### config.mk
export PLATFORM = sky130hd
export DESIGN_NAME = vote_session_ctrl
export DESIGN_NICKNAME = d
export VERILOG_FILES = /design/src/rtl/vote_pkg.sv /design/src/rtl/vote_popcount.sv /design/src/rtl/vote_session_ctrl.sv
export SDC_FILE = /design/constraint.sdc
export NUM_CORES = 1
export LEC_CHECK = 0
export CAP_MARGIN = 0
export CORE_MARGIN = 4
export CORE_UTILIZATION = 51
export DETAILED_ROUTE_END_ITERATION = 6
export PLACE_DENSITY = 0.75
export SKIP_CTS_REPAIR_TIMING = 1
export SLEW_MARGIN = 20
export SYNTH_ARGS = -nofsm -noshare
export SYNTH_HDL_FRONTEND = slang
export SYNTH_SLANG_ARGS = --single-unit
### constraint.sdc
create_clock -name clk -period 2.4 [get_ports clk]
set_clock_uncertainty 0.2 [all_clocks]
set_input_delay 0.72 -clock clk [delete_from_list [all_inputs] [get_ports clk]]
set_output_delay 0.72 -clock clk [all_outputs]
set_load 0.02 [all_outputs]
### src/rtl/vote_pkg.sv
// vote_pkg: shared FSM state type and majority threshold for the voter family
package vote_pkg;
    typedef enum logic [1:0] {
        IDLE    = 2'd0,
        COLLECT = 2'd1,
        DONE    = 2'd2
    } state_t;
    function automatic int maj_thresh(input int n);
        return n / 2;
    endfunction
endpackage

### src/rtl/vote_popcount.sv
// vote_popcount: combinational population count of an N-bit vector
//   in_bits  in   N                 bits to count
//   count    out  $clog2(N+1)       number of ones in in_bits
module vote_popcount #(
    parameter int N = 3
) (
    input  logic [N-1:0]           in_bits,
    output logic [$clog2(N+1)-1:0] count
);
    localparam int CW = $clog2(N + 1);
    always_comb begin
        count = '0;
        for (int i = 0; i < N; i++) count = count + CW'(in_bits[i]);
    end
endmodule

### src/rtl/vote_session_ctrl.sv
// vote_session_ctrl: one-ballot-per-voter session with timeout and valid/ready majority result
//   clk, rst_n   clock and synchronous active-low reset
//   start        opens a session (IDLE only)
//   vote_en/val  per-voter ballot strobe and value (1 = yes)
//   busy         session open or result pending
//   voted        per-voter ballot-latched flags
//   res_valid/res_ready  result handshake
//   res_pass     yes count above half of N_VOTERS
//   res_timeout  session closed by timeout with ballots missing
//   res_tally    yes count, present only when VOTE_TALLY_EN is defined
module vote_session_ctrl
    import vote_pkg::*;
#(
    parameter int N_VOTERS    = 3,
    parameter int TIMEOUT_CYC = 1000
) (
    input  logic                          clk,
    input  logic                          rst_n,
    input  logic                          start,
    input  logic [N_VOTERS-1:0]           vote_en,
    input  logic [N_VOTERS-1:0]           vote_val,
    output logic                          busy,
    output logic [N_VOTERS-1:0]           voted,
    output logic                          res_valid,
    input  logic                          res_ready,
`ifdef VOTE_TALLY_EN
    output logic [$clog2(N_VOTERS+1)-1:0] res_tally,
`endif
    output logic                          res_pass,
    output logic                          res_timeout
);
    localparam int CNT_W = $clog2(TIMEOUT_CYC);
    localparam int TW    = $clog2(N_VOTERS + 1);
    localparam logic [TW-1:0]    THRESH = TW'(maj_thresh(N_VOTERS));
    localparam logic [CNT_W-1:0] CNT_LAST = CNT_W'(TIMEOUT_CYC - 1);

    state_t              state_q, state_d;
    logic [N_VOTERS-1:0] voted_q, voted_d, ballot_q, ballot_d, accept;
    logic [CNT_W-1:0]    cnt_q, cnt_d;
    logic                pass_q, pass_d, timeout_q, timeout_d, all_voted;
    logic [TW-1:0]       yes_cnt;
`ifdef VOTE_TALLY_EN
    logic [TW-1:0]       tally_q, tally_d;
`endif

    // counts the ballots as they will stand after this edge, so the closing vote is included
    vote_popcount #(.N(N_VOTERS)) u_pop (.in_bits(ballot_d & voted_d), .count(yes_cnt));

    assign accept    = (state_q == COLLECT) ? (vote_en & ~voted_q) : '0;
    assign all_voted = &(voted_q | accept);

    always_comb begin
        state_d   = state_q;
        voted_d   = voted_q;
        ballot_d  = ballot_q;
        cnt_d     = cnt_q;
        pass_d    = pass_q;
        timeout_d = timeout_q;
`ifdef VOTE_TALLY_EN
        tally_d   = tally_q;
`endif
        case (state_q)
            IDLE: begin
                if (start) begin
                    state_d  = COLLECT;
                    cnt_d    = '0;
                    voted_d  = '0;
                    ballot_d = '0;
                end
            end
            COLLECT: begin
                voted_d  = voted_q | accept;
                ballot_d = (ballot_q & ~accept) | (vote_val & accept);
                cnt_d    = cnt_q + CNT_W'(1);
                // a ballot completing the set on the timeout edge closes as all-voted
                if (all_voted || cnt_q == CNT_LAST) begin
                    state_d   = DONE;
                    pass_d    = yes_cnt > THRESH;
                    timeout_d = !all_voted;
`ifdef VOTE_TALLY_EN
                    tally_d   = yes_cnt;
`endif
                end
            end
            DONE: begin
                if (res_ready) begin
                    state_d   = IDLE;
                    voted_d   = '0;
                    ballot_d  = '0;
                    pass_d    = 1'b0;
                    timeout_d = 1'b0;
`ifdef VOTE_TALLY_EN
                    tally_d   = '0;
`endif
                end
            end
            default: state_d = IDLE;
        endcase
    end

    always_ff @(posedge clk) begin
        if (!rst_n) begin
            state_q   <= IDLE;
            voted_q   <= '0;
            ballot_q  <= '0;
            cnt_q     <= '0;
            pass_q    <= 1'b0;
            timeout_q <= 1'b0;
`ifdef VOTE_TALLY_EN
            tally_q   <= '0;
`endif
        end else begin
            state_q   <= state_d;
            voted_q   <= voted_d;
            ballot_q  <= ballot_d;
            cnt_q     <= cnt_d;
            pass_q    <= pass_d;
            timeout_q <= timeout_d;
`ifdef VOTE_TALLY_EN
            tally_q   <= tally_d;
`endif
        end
    end

    assign busy        = state_q != IDLE;
    assign voted       = voted_q;
    assign res_valid   = state_q == DONE;
    assign res_pass    = pass_q;
    assign res_timeout = timeout_q;
`ifdef VOTE_TALLY_EN
    assign res_tally   = tally_q;
`endif
endmodule

==> results by group, run 1 <==
Power and ir drop
  – Switch Pwr: 172.1 µW
  – Logic pwr share: 0.182
  – Sw Ratio: 0.2741
  – Sequential share of power: 0.563
  – Clock share of power: 0.255
  – Power per cell area: 466.8 nW/µm²
  – Max VDD drop: 0.4271 mV
  – Pleak: 0.5628 nW
  – P_int: 455.7 µW

Logic synthesis
  – Synth top area cells: dfxtp_1, nor2_1, nand2_1
  – Distinct cell type count after synthesis: 34
  – Fraction of the yosys area taken by sequential cells: 0.3888
  – Yosys reg bits: 20
  – Post-Syn Area per Cell: 8.108 µm²
  – Top FF cell, synth: dfxtp_1
  – Area fraction of the dominant cell type after synthesis: 0.3888
  – Cell taking the most area after synthesis: dfxtp_1
  – Syn. warnings: 0
  – Share of synthesized registers carrying an async set or reset: 0
  – Syn_nets: 139
  – Synth Cell Area: 1030 µm²
  – Post-synth EDFFs: 0
  – Cell count after synthesis: 127

Clocking
  – CTS tree: done
  – Worst-case clock buffer depth: 2
  – Total CTS buffers: 3
  – Total number of H-tree levels: 1
  – Clock edge transition at the registers on the reported setup and hold paths: 0.11 ns
  – Clock root cell: clkbuf_4
  – Worst-Skew Late Latency: 0.30 ns
  – Clock sink count: 20

Timing
  – Tmin final: 2.348 ns
  – Fin. max-slew vios: 0
  – Period utilization: 0.9785
  – Worst Tran Pin Value: 0.3587 ns
  – Max_slew headroom: 0.7540
  – Unrepaired setup endpoints after global routing: no
  – Setup TNS Final: 0 ns
  – Final hold vios: 0
  – F_max: 425.8 MHz
  – Setup Viol. Count Final: 0
  – Hold WS: 0.2706 ns

Floorplanning
  – Num rows: 15
  – Core Region: 1821 µm²
  – Initial core utilization: 0.5656
  – Die H: 52.94 µm
  – Die area: 2802 µm²
  – I/O Pins: 17
  – Chip width: 52.94 µm

Critical path
  – Kind of critical path: flip-flop to output pin
  – CP startpoint kind: flip-flop
  – Worst setup EP type: output pin
  – Crit path DAT: 1.43 ns
  – Critical Path Fanout Max: 5
  – Worst path top cell family by delay: buffers and inverters
  – Req. time, crit path: 1.48 ns
  – Crit path buf inv count: 1
  – CP max stage delay: 0.65 ns
  – Slowest stage cell, crit path: clkdlybuf4s50_1
  – Crit path cell chain: clkdlybuf4s50_1

Place
  – Post-DP HPWL: 1.819 mm
  – RePlAce Congestion: 0.8193
  – Port-buffer cells: 16

Route
  – Final WL: 2.429 mm
  – Post-route ant nets: 0
  – DRC viols: 0
  – Via Count: 1007
  – Detail-routed via count per cell: 5.689
  – Starting DRT DRC Count: 42
  – Drt first pass iters: 4
  – Routed wire per std cell: 13.72 µm

Layout
  – Area delta synth->final: 30.62%
  – # diodes: 0
  – Layout cell share with drive strength beyond 1: 0.1776
  – Final Net Count: 166

Global routing
  – Largest net degree at the start of global routing: 14
  – GRT overflow: 0
  – Initial antenna violation count: 0
  – Vias in the first global route: 987
  – Tot GR Track Use: 0.2099
  – Global-route wire length before repair: 4.298 mm

Outcome
  – Status: finished, final reports clean

Worst hold path
  – Hold Crit Class: flip-flop to flip-flop

Flow run
  – Max cap viols: 0
sequential cells by signal, indices dropped and copies added (netlist names):
register	count
res_timeout	1
cnt_q	10
voted	3
res_pass	1
ballot_q	3
state_q	2
worst reg2reg max path: stages (launching register included):
cell and delay [ns]:
dfxtp_2 0.42, inv_2 0.06, buf_4 0.15, nand2_2 0.18, o21ai_0 0.12, a32o_1 0.21
and2_1 0.14, ha_1 0.27, nand3_1 0.06, a31oi_1 0.16
cells in the final DEF (no fill, tap or decap), types with 2 or more instances in the layout:
| master | netlist | layout |
|---|---|---|
| mux2_2 | 3 | 3 |
| o21ai_1 | 1 | 2 |
| a21oi_1 | 9 | 9 |
| clkdlybuf4s50_1 | 0 | 10 |
| o211ai_1 | 3 | 3 |
| and2_1 | 4 | 4 |
| nand2_1 | 13 | 13 |
| ha_1 | 2 | 2 |
| nand4_1 | 3 | 3 |
| o21ai_0 | 8 | 7 |
| o21a_1 | 2 | 2 |
| buf_4 | 0 | 10 |
| nor2b_4 | 0 | 2 |
| nand3_1 | 7 | 7 |
| a22oi_1 | 2 | 2 |
| nor3_1 | 4 | 4 |
| nor2_1 | 14 | 14 |
| a31oi_1 | 4 | 4 |
| mux2i_1 | 3 | 3 |
| dfxtp_1 | 20 | 18 |
| dlymetal6s2s_1 | 0 | 6 |
| clkbuf_4 | 0 | 3 |
| nor2b_1 | 4 | 2 |
| inv_1 | 3 | 3 |
synth_stat cells (all sizes together), types with 3 or more instances:
cell and count:
a31oi 4, nor2 14, nor2b 4, mux2 3
and2 4, nand2 14, o21ai 9, nand3 8
mux2i 3, nor3 4, a21oi 9, inv 4
dfxtp 20, nand4 3, o211ai 3
layout make-up:
class / count / area, µm²
Multi-Input combinational cell: 99 / 620.6
Clock buffer: 3 / 22.52
Tap cell: 25 / 31.28
Sequential cell: 20 / 405.4
Fill cell: 153 / 475.5
Inverter: 4 / 15.01
Timing Repair Buffer: 26 / 250.2
routing by layer:
layer  wire (µm)  GRT usage  vias up
met2        1120     0.3409       30
met3         132    0.04507        4
met4          31    0.08936        0
li1            -          -      511
met5           0          0        -
met1        1145     0.2650      462
path summary, 6_finish.rpt:
| check | from | slack [ns] | depth (start not counted) | endpoint |
|---|---|---|---|---|
| worst min register to register | cnt_q[7] | 0.27 | 1 | cnt_q[7] |
| worst min-delay path | cnt_q[7] | 0.27 | 1 | cnt_q[7] |
| worst max-delay path | voted[2] | 0.05 | 1 | voted[2] |
| worst max register to register | state_q[1] | 0.37 | 9 | res_pass |
kinds of logic (layout without fill, tap and decap cells):
logic type | after synthesis | count (layout) | share of synthesized area
adder cells (fa/ha/maj) | 2 | 2 | 0.02430
AND/OR/NAND/NOR | 59 | 59 | 0.3050
flip-flops | 20 | 20 | 0.3888
buffers and inverters | 8 | 33 | 0.03159
multiplexers | 6 | 6 | 0.06197
AO/OA/AOI/OAI | 32 | 32 | 0.1883
through the flow:
step / cell area, µm² / total power, mW / std cells / util / worst slack, ns
4_1_cts: 1301 / 0.6266 / 177 / 0.7148 / -0.1102
6_report: 1345 / 0.6278 / 177 / 0.7388 / 0.05169
3_3_place_gp: 1279 / 0.4692 / 174 / 0.7024 / -0.2313
2_1_floorplan: 1030 / 0.4141 / 127 / - / 0.2498
5_1_grt: 1345 / 0.6583 / 177 / 0.7388 / 0.01372
3_5_place_dp: 1279 / 0.4698 / 174 / 0.7024 / -0.2941
power groups by stage:
stage	logic [mW]	clock network, mW	registers, mW
4_1_cts	0.111	0.164	0.352
3_5_place_dp	0.110	0	0.359
2_1_floorplan	0.0545	0	0.360
3_3_place_gp	0.110	0	0.359
5_1_grt	0.126	0.177	0.355
6_report	0.114	0.160	0.354
No activity file was read; power rests on OpenSTA's default activity.
==> inputs of run 2 (changes only) <==
Settings changed: CORE_UTILIZATION 51 to 55, DONT_BUFFER_PORTS set to 1, PLACE_DENSITY 0.75 to 0.68.
==> run 2 against run 1 <==
Core utilization is 12 points lower. Sequential power hardly changed. Worst setup slack better by 0.18 ns. First-iteration DRC count is 79% lower. Die area is 6.2% lower. Non-clock buffer count is 23 lower. Global-route usage is 2.2 points lower. Flip-flop and latch count stayed put. Combinational power is 40% lower. Maximum frequency is 8.1% higher. Clock power is 4% lower. Highest routed layer unchanged.
==> results by group, run 2 (synthesis gave the netlist of run 1 again) <==
Global routing
  – Tot GR Track Use: 0.1882 (-0.02169)
  – Vias in the first global route: 872 (-12%)
  – Initial antenna violation count: 0 (unchanged)
  – Global-route wire length before repair: 3.753 mm (-13%)
  – Largest net degree at the start of global routing: 14 (unchanged)
  – GRT overflow: 0 (unchanged)

Layout
  – Final Net Count: 143 (-14%)
  – Most common cell after layout, fill and taps aside: dfxtp_1
  – Max reg flops: 10 (unchanged)
  – Most frequent cells in the layout: dfxtp_1, nor2_1, nand2_1
  – # diodes: 0 (unchanged)
  – Layout cell share with drive strength beyond 1: 0.1085 (-0.06910)
  – Filler Cells Inserted: 169 (+10%)
  – Finished Layout Cells: 154 (-13%)
  – Largest register by flop count: cnt_q
  – Area delta synth->final: 5.710%

Power and ir drop
  – Max VDD drop: 0.3756 mV (-12%)
  – Switch Pwr: 153.9 µW (-11%)
  – P_int: 425.9 µW (-6.5%)
  – Sw Ratio: 0.2654 (-0.008653)
  – Overall Power: 579.8 µW (-7.6%)
  – Pleak: 0.3869 nW (-31%)
  – Clock share of power: 0.266 (+0.011)
  – Logic pwr share: 0.118 (-0.064)
  – Power per cell area: 532.7 nW/µm² (+14%)
  – Sequential share of power: 0.616 (+0.053)

Route
  – Starting DRT DRC Count: 9 (-79%)
  – Detail-routed via count per cell: 5.851 (+2.8%)
  – Drt first pass iters: 4 (unchanged)
  – Final WL: 2.128 mm (-12%)
  – Via Count: 901 (-11%)
  – DRC viols: 0 (unchanged)
  – Post-route ant nets: 0 (unchanged)
  – Routed wire per std cell: 13.82 µm (+0.69%)

Floorplanning
  – Num rows: 15 (unchanged)
  – Chip width: 51.27 µm (-3.1%)
  – Initial core utilization: 0.5900 (+0.02433)
  – I/O Pins: 17 (unchanged)
  – Die area: 2629 µm² (-6.2%)
  – Die H: 51.27 µm (-3.1%)
  – Core Region: 1745 µm² (-4.1%)

Critical path
  – FF-to-FF path depth: 6 (-3)
  – R2R Setup Slk: 0.38 ns (about the same)
  – Critical path depth: 2 (+1)
  – Critical Path Fanout Max: 8 (+3)
  – Worst path top cell family by delay: flip-flops
  – Slowest stage cell, crit path: dfxtp_1
  – CP max stage delay: 0.49 ns (-0.16 ns)
  – Kind of critical path: flip-flop to output pin
  – Worst setup EP type: output pin
  – Crit path cell chain: inv_2 > nor2_1
  – Crit path DAT: 1.25 ns (-0.18 ns)
  – CP startpoint kind: flip-flop
  – Crit path buf inv count: 1 (unchanged)
  – Req. time, crit path: 1.48 ns (about the same)

Place
  – Port-buffer cells: 0 (-16)
  – Inst Count DP: 151 (-13%)
  – RePlAce Congestion: 0.7906 (-3.5%)
  – Post-DP HPWL: 1.645 mm (-9.6%)

Flow run
  – Max cap viols: 0 (unchanged)

Clocking
  – Total number of H-tree levels: 1 (unchanged)
  – Worst-Skew Late Latency: 0.30 ns (about the same)
  – Total CTS buffers: 3 (unchanged)
  – Clock edge transition at the registers on the reported setup and hold paths: 0.11 ns (about the same)
  – Clock root cell: clkbuf_4
  – Worst-case clock buffer depth: 2 (unchanged)
  – CTS tree: done
  – Clock sink count: 20 (unchanged)

Outcome
  – Status: finished, final reports clean

Timing
  – Fin. max-slew vios: 0 (unchanged)
  – Setup TNS Final: 0 ns (unchanged)
  – Worst Tran Pin Value: 0.3861 ns (+0.02739 ns)
  – Unrepaired setup endpoints after global routing: no
  – Final hold vios: 0 (unchanged)
  – F_max: 460.2 MHz (+8.1%)
  – Setup Viol. Count Final: 0 (unchanged)
  – Period utilization: 0.9055 (-0.07301)
  – Max_slew headroom: 0.7352 (-0.01879)
  – Tmin final: 2.173 ns (-0.1752 ns)

Worst hold path
  – Hold Crit Depth: 1 (unchanged)
  – Hold Crit Class: flip-flop to flip-flop
[run 2: changes by cell type in the layout (fill, tap and decap cells not counted), moves of 2 or more]
cell             before  now
clkdlybuf4s50_1      10    0
nor2b_1               2    4
buf_4                10    3
nor2b_4               2    0
dlymetal6s2s_1        6    0
dfxtp_1              18   20
[run 2: worst paths after layout]
check / startpoint / to
max: state_q[1] / res_valid
min: cnt_q[7] / cnt_q[7]
max reg2reg: state_q[1] / res_pass
min reg2reg: cnt_q[7] / cnt_q[7]
[run 2: routing by layer]
metal / global-route usage / share of wire
met5: 0 / 0
met4: 0.05240 / 0.0089
met3: 0.05539 / 0.080
met2: 0.2918 / 0.45
met1: 0.2527 / 0.47
[run 2: layout make-up]
type	count	area, µm²	area share
clock buffers	3	22.52	0.02069
inverters	4	15.01	0.01379
multi-input cells	99	596.8	0.5483
flip-flops and latches	20	400.4	0.3678
well taps	25	31.28	0.02874
repair buffers	3	22.52	0.02069
[run 2: power by group through the flow]
stage | registers (mW) | logic (mW) | clock network, mW
final | 0.357 | 0.0685 | 0.154
after global routing | 0.359 | 0.0772 | 0.172
after floorplan | 0.360 | 0.0545 | 0
after global placement | 0.365 | 0.0684 | 0
after detailed placement | 0.365 | 0.0683 | 0
after CTS | 0.357 | 0.0686 | 0.163
[run 2: per-stage QoR]
| stage | setup WS, ns | cell area, µm² | hold WS (ns) | utilization |
|---|---|---|---|---|
| final | 0.2269 | 1089 | 0.2783 | 0.6237 |
| after global routing | 0.1434 | 1089 | 0.3275 | 0.6237 |
| after CTS | 0.2158 | 1089 | 0.2876 | 0.6237 |
| after detailed placement | 0.2027 | 1066 | 0.2719 | 0.6108 |
| after global placement | 0.2360 | 1066 | 0.2532 | 0.6108 |
| after floorplan | 0.2498 | 1030 | 0.2244 | - |
[run 2: worst reg2reg max path: stages, from the launching register on]
cell and delay (ns):
dfxtp_1 0.49, mux2i_1 0.42, a21oi_1 0.15, nor3b_1 0.24, ha_1 0.27, nand3_1 0.07, a31oi_1 0.07
==> inputs of run 3 (changes only) <==
Settings changed: CORE_MARGIN 4 to 1, REMOVE_ABC_BUFFERS set to 1.
==> run 3 against run 2 <==
Final area is the same. Critical path depth grew 6. Flip-flop and latch count is the same. Die area shrank 22%. Total power grew 1.0%. Via count grew 3.2%. First-iteration DRC count grew to 3.6 times the previous value. Wire length grew 4.9%. Worst setup slack lost 0.028 ns. Maximum frequency shrank 1.3%. Largest power group unchanged.
==> results by group, run 3 (synthesis gave the netlist of run 1 again) <==
Timing
  – Final hold vios: 0 (unchanged)
  – Fin. max-slew vios: 0 (unchanged)
  – F_max: 454.3 MHz (-1.3%)
  – Setup TNS Final: 0 ns (unchanged)
  – Max_slew headroom: 0.6551 (-0.08009)
  – Final worst-path setup slack: 0.1990 ns (-0.02790 ns)
  – Worst Tran Pin Value: 0.5166 ns (+0.1305 ns)
  – Setup Viol. Count Final: 0 (unchanged)
  – Unrepaired setup endpoints after global routing: no
  – Period utilization: 0.9171 (+0.01162)
  – Tmin final: 2.201 ns (+0.02790 ns)

Critical path
  – Crit path DAT: 2.23 ns (+0.98 ns)
  – Crit Reg-Reg Startpoint: state_q[0]
  – CP startpoint kind: flip-flop
  – Kind of critical path: flip-flop to flip-flop
  – R2R Setup Slk: 0.20 ns (-0.18 ns)
  – Crit. Startpoint: state_q[0]
  – Req. time, crit path: 2.43 ns (+0.95 ns)
  – Critical Path Fanout Max: 14 (+6)
  – Worst setup EP type: flip-flop

Floorplanning
  – I/O Pins: 17 (unchanged)
  – Initial core utilization: 0.5900 (unchanged)
  – Num rows: 15 (unchanged)
  – Die area: 2049 µm² (-22%)
  – Die H: 45.27 µm (-12%)
  – Core Region: 1745 µm² (unchanged)
  – Chip width: 45.27 µm (-12%)

Global routing
  – Global-route wire length before repair: 3.498 mm (-6.8%)
  – Met2 Usage GRT: 0.3420 (+0.05018)
  – GRT overflow: 0 (unchanged)
  – Tot GR Track Use: 0.2394 (+0.05118)
  – Largest net degree at the start of global routing: 15 (+1)
  – Initial antenna violation count: 0 (unchanged)
  – Grt peak-use layer: met2
  – Vias in the first global route: 771 (-12%)
  – Met3 Usage GRT: 0.06400 (+0.008606)
  – Met1 Usage GRT: 0.3366 (+0.08396)

Clocking
  – Worst-Skew Late Latency: 0.29 ns (about the same)
  – CTS tree: done
  – Total number of H-tree levels: 1 (unchanged)
  – Clock edge transition at the registers on the reported setup and hold paths: 0.11 ns (about the same)
  – Clock root cell: clkbuf_4
  – Clock sink count: 20 (unchanged)
  – Total CTS buffers: 3 (unchanged)
  – Worst-case clock buffer depth: 2 (unchanged)

Flow run
  – Max cap viols: 0 (unchanged)

Route
  – Via Count: 930 (+3.2%)
  – Post-route ant nets: 0 (unchanged)
  – Detail-routed via count per cell: 6.039 (+3.2%)
  – Drt first pass iters: 5 (+1)
  – Routed wire per std cell: 14.49 µm (+4.9%)
  – DRC viols: 0 (unchanged)
  – Starting DRT DRC Count: 32 (+23)
  – Final WL: 2.232 mm (+4.9%)

Power and ir drop
  – Max VDD drop: 0.2978 mV (-21%)
  – Overall Power: 585.9 µW (+1.0%)
  – Pleak: 0.3862 nW (-0.17%)
  – Power per cell area: 538.3 nW/µm² (+1.0%)

Outcome
  – Status: finished, final reports clean

Place
  – Place WS: 0.1857 ns (-0.01700 ns)
  – RePlAce Congestion: 0.9198 (+16%)
  – Port-buffer cells: 0 (unchanged)
  – Post-DP HPWL: 1.630 mm (-0.88%)
  – Inst Count DP: 151 (unchanged)

Layout
  – Most common cell after layout, fill and taps aside: dfxtp_1
  – Finished Layout Cells: 154 (unchanged)
  – # diodes: 0 (unchanged)
  – Area delta synth->final: 5.710% (unchanged)
  – Largest register by flop count: cnt_q
  – Final Net Count: 143 (unchanged)
  – Layout cell share with drive strength beyond 1: 0.1085 (unchanged)
  – Max reg flops: 10 (unchanged)
  – Most frequent cells in the layout: dfxtp_1, nor2_1, nand2_1

Worst hold path
  – HP Start: cnt_q[7]
  – Hold Crit Class: flip-flop to flip-flop
run 3: metrics by stage:
stage                     cell area, µm²  utilization  hold slack, ns
after global routing                1089       0.6237          0.3034
after CTS                           1089       0.6237          0.2762
after floorplan                     1012            -          0.2236
after global placement              1066       0.6108          0.2493
final                               1089       0.6237          0.2701
after detailed placement            1066       0.6108          0.2618
run 3: final timing paths:
| path | cells after the start | end |
|---|---|---|
| hold reg to reg | 1 | cnt_q[7] |
| setup / recovery | 8 | res_pass |
| setup reg to reg | 8 | res_pass |
| hold / removal | 1 | cnt_q[7] |
run 3: layout make-up:
type | instances | area (µm²)
Fill cell | 158 | 656.9
Clock buffer | 3 | 22.52
Timing Repair Buffer | 3 | 22.52
Sequential cell | 20 | 400.4
Multi-Input combinational cell | 99 | 596.8
Tap cell | 25 | 31.28
Inverter | 4 | 15.01
run 3: critical path: stages (launching register included):
cell and delay [ns]:
dfxtp_1 0.66, o21bai_1 0.23, nand2_1 0.09, o21ai_0 0.08, a32o_1 0.21, and2_1 0.14, ha_1 0.28, nand3_1 0.07
a31oi_1 0.16
run 3: routing by layer:
| layer | part of all wire | routed length (µm) |
|---|---|---|
| met1 | 0.49 | 1100 |
| met2 | 0.43 | 963 |
| met3 | 0.063 | 140 |
| met4 | 0.013 | 28 |
| met5 | 0 | 0 |
run 3: power by group:
part	total, mW	internal [mW]	switching, mW
registers	0.360	0.341	0.0187
clock network	0.159	0.0584	0.100
logic	0.0676	0.0267	0.0409
